## src/rtl/iris_pkg.sv

```systemverilog
// Shared types and constants for the iris feature path: feature slot names,
// feature width and the assembler FSM states.
package iris_pkg;

    localparam int FEAT_W   = 5;
    localparam int FEAT_MAX = (1 << FEAT_W) - 1;
    localparam int NUM_FEAT = 4;

    typedef enum logic [1:0] {
        SEPAL_LEN = 2'd0,
        SEPAL_WID = 2'd1,
        PETAL_LEN = 2'd2,
        PETAL_WID = 2'd3
    } feat_idx_e;

    typedef enum logic [1:0] {
        IDLE    = 2'd0,
        COLLECT = 2'd1,
        HOLD    = 2'd2
    } state_e;

endpackage

```

## src/rtl/iris_feat_sat.sv

```systemverilog
// Clamps an input byte to the feature range; clip flags any value that was
// above the feature maximum.
module iris_feat_sat #(
    parameter int IN_W   = 8,
    parameter int FEAT_W = 5
) (
    input  logic [IN_W-1:0]   in_data,
    output logic [FEAT_W-1:0] feat,
    output logic              clip
);

    localparam logic [IN_W-1:0] SAT_MAX = IN_W'((1 << FEAT_W) - 1);

    assign clip = (in_data > SAT_MAX);
    assign feat = clip ? SAT_MAX[FEAT_W-1:0] : in_data[FEAT_W-1:0];

endmodule

```

## src/rtl/iris_feature_assembler.sv

```systemverilog
// Assembles framed 4-byte iris samples into saturated features, presents them
// on a held valid/ready output and counts framing errors and delivered frames.
module iris_feature_assembler #(
    parameter int IN_W      = 8,
    parameter int FEAT_W    = 5,
    parameter int ERR_CNT_W = 8,
    parameter int FRM_CNT_W = 16
) (
    input  logic                 clk,
    input  logic                 reset_n,
    input  logic                 in_valid,
    output logic                 in_ready,
    input  logic [IN_W-1:0]      in_data,
    input  logic                 in_sof,
    output logic                 out_valid,
    input  logic                 out_ready,
    output logic [FEAT_W-1:0]    sepal_length_cm,
    output logic [FEAT_W-1:0]    sepal_width_cm,
    output logic [FEAT_W-1:0]    petal_length_cm,
    output logic [FEAT_W-1:0]    petal_width_cm,
    output logic                 out_sat,
    output logic                 frame_err,
    output logic [ERR_CNT_W-1:0] err_count,
    output logic [FRM_CNT_W-1:0] frame_count
);

    import iris_pkg::*;

    state_e            state;
    logic [1:0]        idx;
    logic [FEAT_W-1:0] stage [NUM_FEAT];
    logic              stage_sat;
    logic [FEAT_W-1:0] feat_q [NUM_FEAT];

    logic [FEAT_W-1:0] feat;
    logic              clip;
    logic              accept;
    logic              load;
    logic              err_ev;

    iris_feat_sat #(
        .IN_W   (IN_W),
        .FEAT_W (FEAT_W)
    ) u_sat (
        .in_data (in_data),
        .feat    (feat),
        .clip    (clip)
    );

    assign accept = in_valid && in_ready;
    assign load   = (state == HOLD) && (!out_valid || out_ready);
    // An orphan byte in IDLE or a restart inside a frame both break framing.
    assign err_ev = accept && (((state == IDLE) && !in_sof) ||
                               ((state == COLLECT) && in_sof));

    always_ff @(posedge clk or negedge reset_n) begin
        if (!reset_n) begin
            state     <= IDLE;
            idx       <= '0;
            in_ready  <= 1'b0;
            stage_sat <= 1'b0;
            // NOTE: the stage is cleared on reset so a frame cut short by reset can never resurface.
            for (int i = 0; i < NUM_FEAT; i++) stage[i] <= '0;
        end else begin
            // NOTE: non-blocking throughout, so every branch reads pre-edge state.
            case (state)
                IDLE: begin
                    in_ready <= 1'b1;
                    if (accept && in_sof) begin
                        stage[SEPAL_LEN] <= feat;
                        stage_sat        <= clip;
                        idx              <= 2'd1;
                        state            <= COLLECT;
                    end
                end
                COLLECT: begin
                    if (accept) begin
                        if (in_sof) begin
                            stage[SEPAL_LEN] <= feat;
                            stage_sat        <= clip;
                            idx              <= 2'd1;
                        end else begin
                            stage[idx] <= feat;
                            stage_sat  <= stage_sat | clip;
                            idx        <= idx + 2'd1;
                            if (idx == 2'(PETAL_WID)) begin
                                state    <= HOLD;
                                in_ready <= 1'b0;
                            end
                        end
                    end
                end
                HOLD: begin
                    if (load) begin
                        state     <= IDLE;
                        in_ready  <= 1'b1;
                        idx       <= '0;
                        stage_sat <= 1'b0;
                        for (int i = 0; i < NUM_FEAT; i++) stage[i] <= '0;
                    end
                end
                default: begin
                    state    <= IDLE;
                    in_ready <= 1'b0;
                end
            endcase
        end
    end

    // Output slot: load from the stage, otherwise drop valid after a handshake.
    always_ff @(posedge clk or negedge reset_n) begin
        if (!reset_n) begin
            out_valid   <= 1'b0;
            out_sat     <= 1'b0;
            frame_err   <= 1'b0;
            err_count   <= '0;
            frame_count <= '0;
            for (int i = 0; i < NUM_FEAT; i++) feat_q[i] <= '0;
        end else begin
            if (load) begin
                out_valid <= 1'b1;
                out_sat   <= stage_sat;
                for (int i = 0; i < NUM_FEAT; i++) feat_q[i] <= stage[i];
            end else if (out_valid && out_ready) begin
                out_valid <= 1'b0;
            end

            if (out_valid && out_ready) frame_count <= frame_count + FRM_CNT_W'(1);

            frame_err <= err_ev;
            if (err_ev && (err_count != '1)) err_count <= err_count + ERR_CNT_W'(1);
        end
    end

    assign sepal_length_cm = feat_q[SEPAL_LEN];
    assign sepal_width_cm  = feat_q[SEPAL_WID];
    assign petal_length_cm = feat_q[PETAL_LEN];
    assign petal_width_cm  = feat_q[PETAL_WID];

endmodule

```

## config.mk

```make
export PLATFORM = sky130hd
export DESIGN_NAME = iris_feature_assembler
export DESIGN_NICKNAME = d
export VERILOG_FILES = /design/src/rtl/iris_pkg.sv /design/src/rtl/iris_feat_sat.sv /design/src/rtl/iris_feature_assembler.sv
export SDC_FILE = /design/constraint.sdc
export NUM_CORES = 1
export LEC_CHECK = 0
export CORE_MARGIN = 2
export CORE_UTILIZATION = 41
export CTS_CLUSTER_DIAMETER = 50
export CTS_CLUSTER_SIZE = 16
export DETAILED_ROUTE_END_ITERATION = 10
export GPL_ROUTABILITY_DRIVEN = 0
export PLACE_DENSITY = 0.67
export SYNTH_ARGS = -nofsm -noshare
export SYNTH_HDL_FRONTEND = slang
export SYNTH_SLANG_ARGS = --single-unit
```

## constraint.sdc

```tcl
create_clock -name clk -period 4.3 [get_ports clk]
set_input_delay 1.29 -clock clk [delete_from_list [all_inputs] [get_ports clk]]
set_output_delay 1.29 -clock clk [all_outputs]
set_load 0.1 [all_outputs]
```

After elaboration in Yosys (flattened, before gate mapping)
Cells that the tools add are included.
- bits in registers: 73
- word-level logic and storage cells: 87
- $add $sub $neg: 3
- $lt $le $gt $ge: 3
- muxes and demuxes: 32
- reduce and logical (&&, ||, !) cells: 21
- bitwise logic cells: 2
- equality and inequality tests: 9
- operators by type and width (kind ; count):
    20-bit two-way mux ; 2
    15-bit case mux with 2 select lines ; 1
    20-bit bitwise mux ; 1
    5-bit two-way mux ; 4
    16-bit by 1-bit adder with 16-bit output (second input constant) ; 1
    15-bit two-way mux ; 1
    5-bit case mux with 3 select lines ; 1
    2-bit two-way mux ; 7
    2-bit case mux with 3 select lines ; 2
    4-bit AND reduction ; 3
    5-bit demux with 2-bit select ; 1
    1-bit two-way mux ; 10
    1-bit logical AND ; 9
    8-bit by 1-bit adder with 8-bit output (second input constant) ; 1
    8-bit by 5-bit > comparator with 1-bit output (second input constant) ; 1
    8-bit inequality test (second input constant) ; 1
    2-bit inequality test (second input constant) ; 3
    1-bit case mux with 3 select lines ; 2
    5-bit AND reduction ; 1
    2-bit == test (second input constant) ; 2
    2-bit by 1-bit inequality test with 1-bit output (second input constant) ; 2
    2-bit nonzero test ; 2
    3-bit greater-or-equal comparator (second input constant) ; 1
    3-bit by 1-bit < comparator with 1-bit output (second input constant) ; 1
    8 further kinds ; 10

Depth between registers and ports, before layout
- depth in word-level cells: 9
- gate-level depth with buffers: 7
- gate-level depth less buffers: 6

Modules after synthesis
A second synthesis with hierarchy kept.
- cell total of the unflattened synthesis: 287
- area, all modules: 3326.9 um^2
- by module, submodules not included (module ; instances ; area each (um^2) ; cells each):
    iris_feature_assembler ; 1 ; 3281.9 ; 281
    iris_feat_sat ; 1 ; 45.0 ; 6

Least setup slack after synthesis
No wires, ideal clock.
- path type: in2reg
- start: input out_ready
- end: register frame_count[15]
- path buffers: 0
- required time: 4.142 ns
- path slack: 1.922 ns
- library setup time: 0.158 ns
- stages on the path: 4
- arrival time: 2.220 ns
- path through: nand4_1 nor4_1 nand3_1 xnor2_1
- word-level cells in the longest chain between the ends: 1
- RTL lines (item ; RTL line ; RTL):
    start, declared ; iris_feature_assembler.sv:16 ; input logic out_ready,
    1-bit logical AND ; iris_feature_assembler.sv:128 ; if (out_valid && out_ready) frame_count <= frame_count + FRM_CNT_W'(1);
    end signal, assigned ; iris_feature_assembler.sv:128 ;
    end, declared ; iris_feature_assembler.sv:24 ; output logic [FRM_CNT_W-1:0] frame_count
Every way passes these cells.
A chain may end at the register's enable or synchronous reset.

Worst setup path after layout
- start: register frame_count[5]
- end: output frame_count[5]
No word-level cell between the ends.

==> flow_metrics.tcl <==
set metrics [dict create \
    die-area_sq_mm 0.00852 \
    rows 32 \
    synth_top_area_share_pct 57.2 \
    routed-wl-met3_um 233 \
    final_common_cell "dfrtp_1" \
    seq_area_frac_synth_pct 57.2 \
    synth_compound_area_share_pct 11.1 \
    cpPeakStageDelay_ns 1.19 \
    critPathBufInv 1 \
    cts_resized 0 \
    ant_nets 0 \
    netlist_area_sq_mm 0.00320 \
    synth_xor_xnor_area_share_pct 6.03 \
    grt_use_total_pct 16.1 \
    synthSimpleGateAreaFrac_pct 11.4 \
    top_layer "met4" \
    cts_buffers 9 \
    place.port_buffers 60 \
    post_drt_wl_per_cell_um 14.6 \
    drv_cap 0 \
    fin_setup_tns_ns 0 \
    worst_pin_slew_ns 0.992 \
    dieWidth_um 92.3 \
    critPathMaxFanout 6 \
    dp_hpwl_um 4560 \
    pre_cts_ws_ns 1.06 \
    final_layout_size_suffix_gt1_share_pct 14.2 \
    via_per_inst 5.02 \
    hold_class "register to register" \
    synth_top_family_by_area "simple AND/OR/NAND/NOR gates" \
    syn2layout_area_growth_pct 27.8 \
    slew_headroom_pct 33.6 \
    cts_tree "built" \
    syn-mean-instance-area_sq_um 11.9 \
    synth_largest_area_cell "dfrtp_1" \
    final_hold_viol_count 0 \
    status "completed" \
    drc 0 \
    final_max_slew_viol_count 0 \
    critPathTopFamily "buffers and inverters" \
    fmax_mhz 306 \
    grt_pass1_vias 2223 \
    synth_nets 292 \
    muxShareOfSynthArea_pct 8.77 \
    fp.dieH_um 92.3 \
    hold_buffers 0 \
    synth_top_cells_by_area "dfrtp_1 (57%), mux2_2 (8.5%), o21ai_0 (6.0%)" \
    coreArea_sq_mm 0.00765 \
    path_cells "clkdlybuf4s50_1" \
    htreeDepth 3 \
    cp.arrival_ns 1.98 \
    num_vias 2212 \
    setup_viol 0 \
    cts.sinks 73 \
    antenna_found_initial 0 \
    clockRootBuffer "clkbuf_8" \
    grt_max_degree 74 \
    grt_overflow_total 0 \
    cts.clk_slew.worst_paths_ns 0.08 \
    crit_type "register to primary output" \
    met2_length_um 3010 \
    start_util_pct 41.8 \
    ys_types 39 \
    synth_warnings 0 \
    cp.required_ns 3.01 \
    final_cell_mix "dfrtp_1 (73), clkdlybuf4s50_1 (59), o21ai_0 (38)" \
    syn_inst 269 \
    grt_pass1_wl_um 10800 \
    drtIter0Drc 105 \
    cts_max_path_buffers 2 \
    io_pins 61 \
    rsz0062_at_grt "false" \
    finClkSkew_ns 0.00984 \
    routedLengthMet1_um 3130 \
    slowest_stage "clkdlybuf4s50_1" \
    synth_fa_ha_area_share_pct 3.92 \
    min_period_ns 3.27 \
    finalCritPeriodShare_pct 76.1 \
    cp-start-kind "register" \
    postCtsSetupRepairBufs 0 \
    diodes 0 \
    routed_wl_um 6440 \
    ys_seq_elements 73 \
    clock_latency_ns 0.34 \
    fin_nets 358 \
    first_pass_iters 4 \
    layout_setup_ws_ns 1.03 \
    end_kind "primary output" \
]
==> cells by family (layout without fill, tap and decap cells) <==
logic type | count (synthesis) | count (layout)
compound gates | 55 | 55
xor+xnor | 22 | 22
fa+ha+maj | 10 | 10
buf+inv | 13 | 83
flops | 73 | 73
mux | 25 | 25
simple gates | 71 | 71
==> cells in the mapped netlist, drive strengths merged <==
master and n:
nor4 1, o21ai 40, or2 1, xnor2 16, o22a 1, and3b 1
nand3b 2, or3 1, nand2b 8, o2111ai 1, a2111oi 1, xor2 6
a21bo 1, nand2 15, buf 2, clkbuf 4, dfrtp 73, a211o 1
o211ai 1, a21oi 1, and3 4, nand3 11, a211oi 1, ha 10
a21boi 1, mux2 24, inv 7, nand4 7, o2bb2ai 5, nor3 1
nor2b 1, mux2i 1, and4 1, nor2 17, o2111a 1
==> final cells by class <==
class	count	area, sq um
clock inverter	6	60.1
timing repair buffer	61	603
inverter	7	26.3
multi-input combinational	183	1320
fill	686	3560
tap	102	128
clock buffer	9	124
sequential	73	1830
==> stage by stage <==
stage / area, sq um / utilization, % / hold slack (ns) / instances
final: 4090 / 53.4 / 0.487 / 441
after global routing: 4090 / 53.4 / 0.501 / 441
after CTS: 4090 / 53.4 / 0.491 / 441
after detailed placement: 3900 / 51.0 / 0.477 / 426
after global placement: 3900 / 51.0 / 0.461 / 426
after floorplan: 3200 / - / 0.452 / 269
==> worst paths after layout <==
kind	cells after the start	startpoint	slack (ns)	endpoint
max	1	frame_count[5]	1.03	frame_count[5]
min	1	frame_count[15]	0.49	frame_count[15]
max reg2reg	4	state[0]	2.01	petal_length_cm[2]
min reg2reg	1	frame_count[15]	0.49	frame_count[15]
max in group asynchronous	2	reset_n	2.52	stage[12]
min in group asynchronous	2	reset_n	1.17	err_count[5]
==> state kept, by name, indices dropped and copies added (netlist names), 2 cells and up <==
name,count
frame_count,16
petal_width_cm,5
idx,2
sepal_width_cm,5
stage,20
sepal_length_cm,5
petal_length_cm,5
state,2
err_count,8
==> metal layers <==
metal	up-vias	track usage (%)
li1	1081	-
met1	1083	23.0
met2	41	24.4
met3	7	3.53
met4	0	5.72
met5	-	0
Power is not shown: default switching activity piles up to over one toggle a cycle in this logic, so the estimate is an artifact.
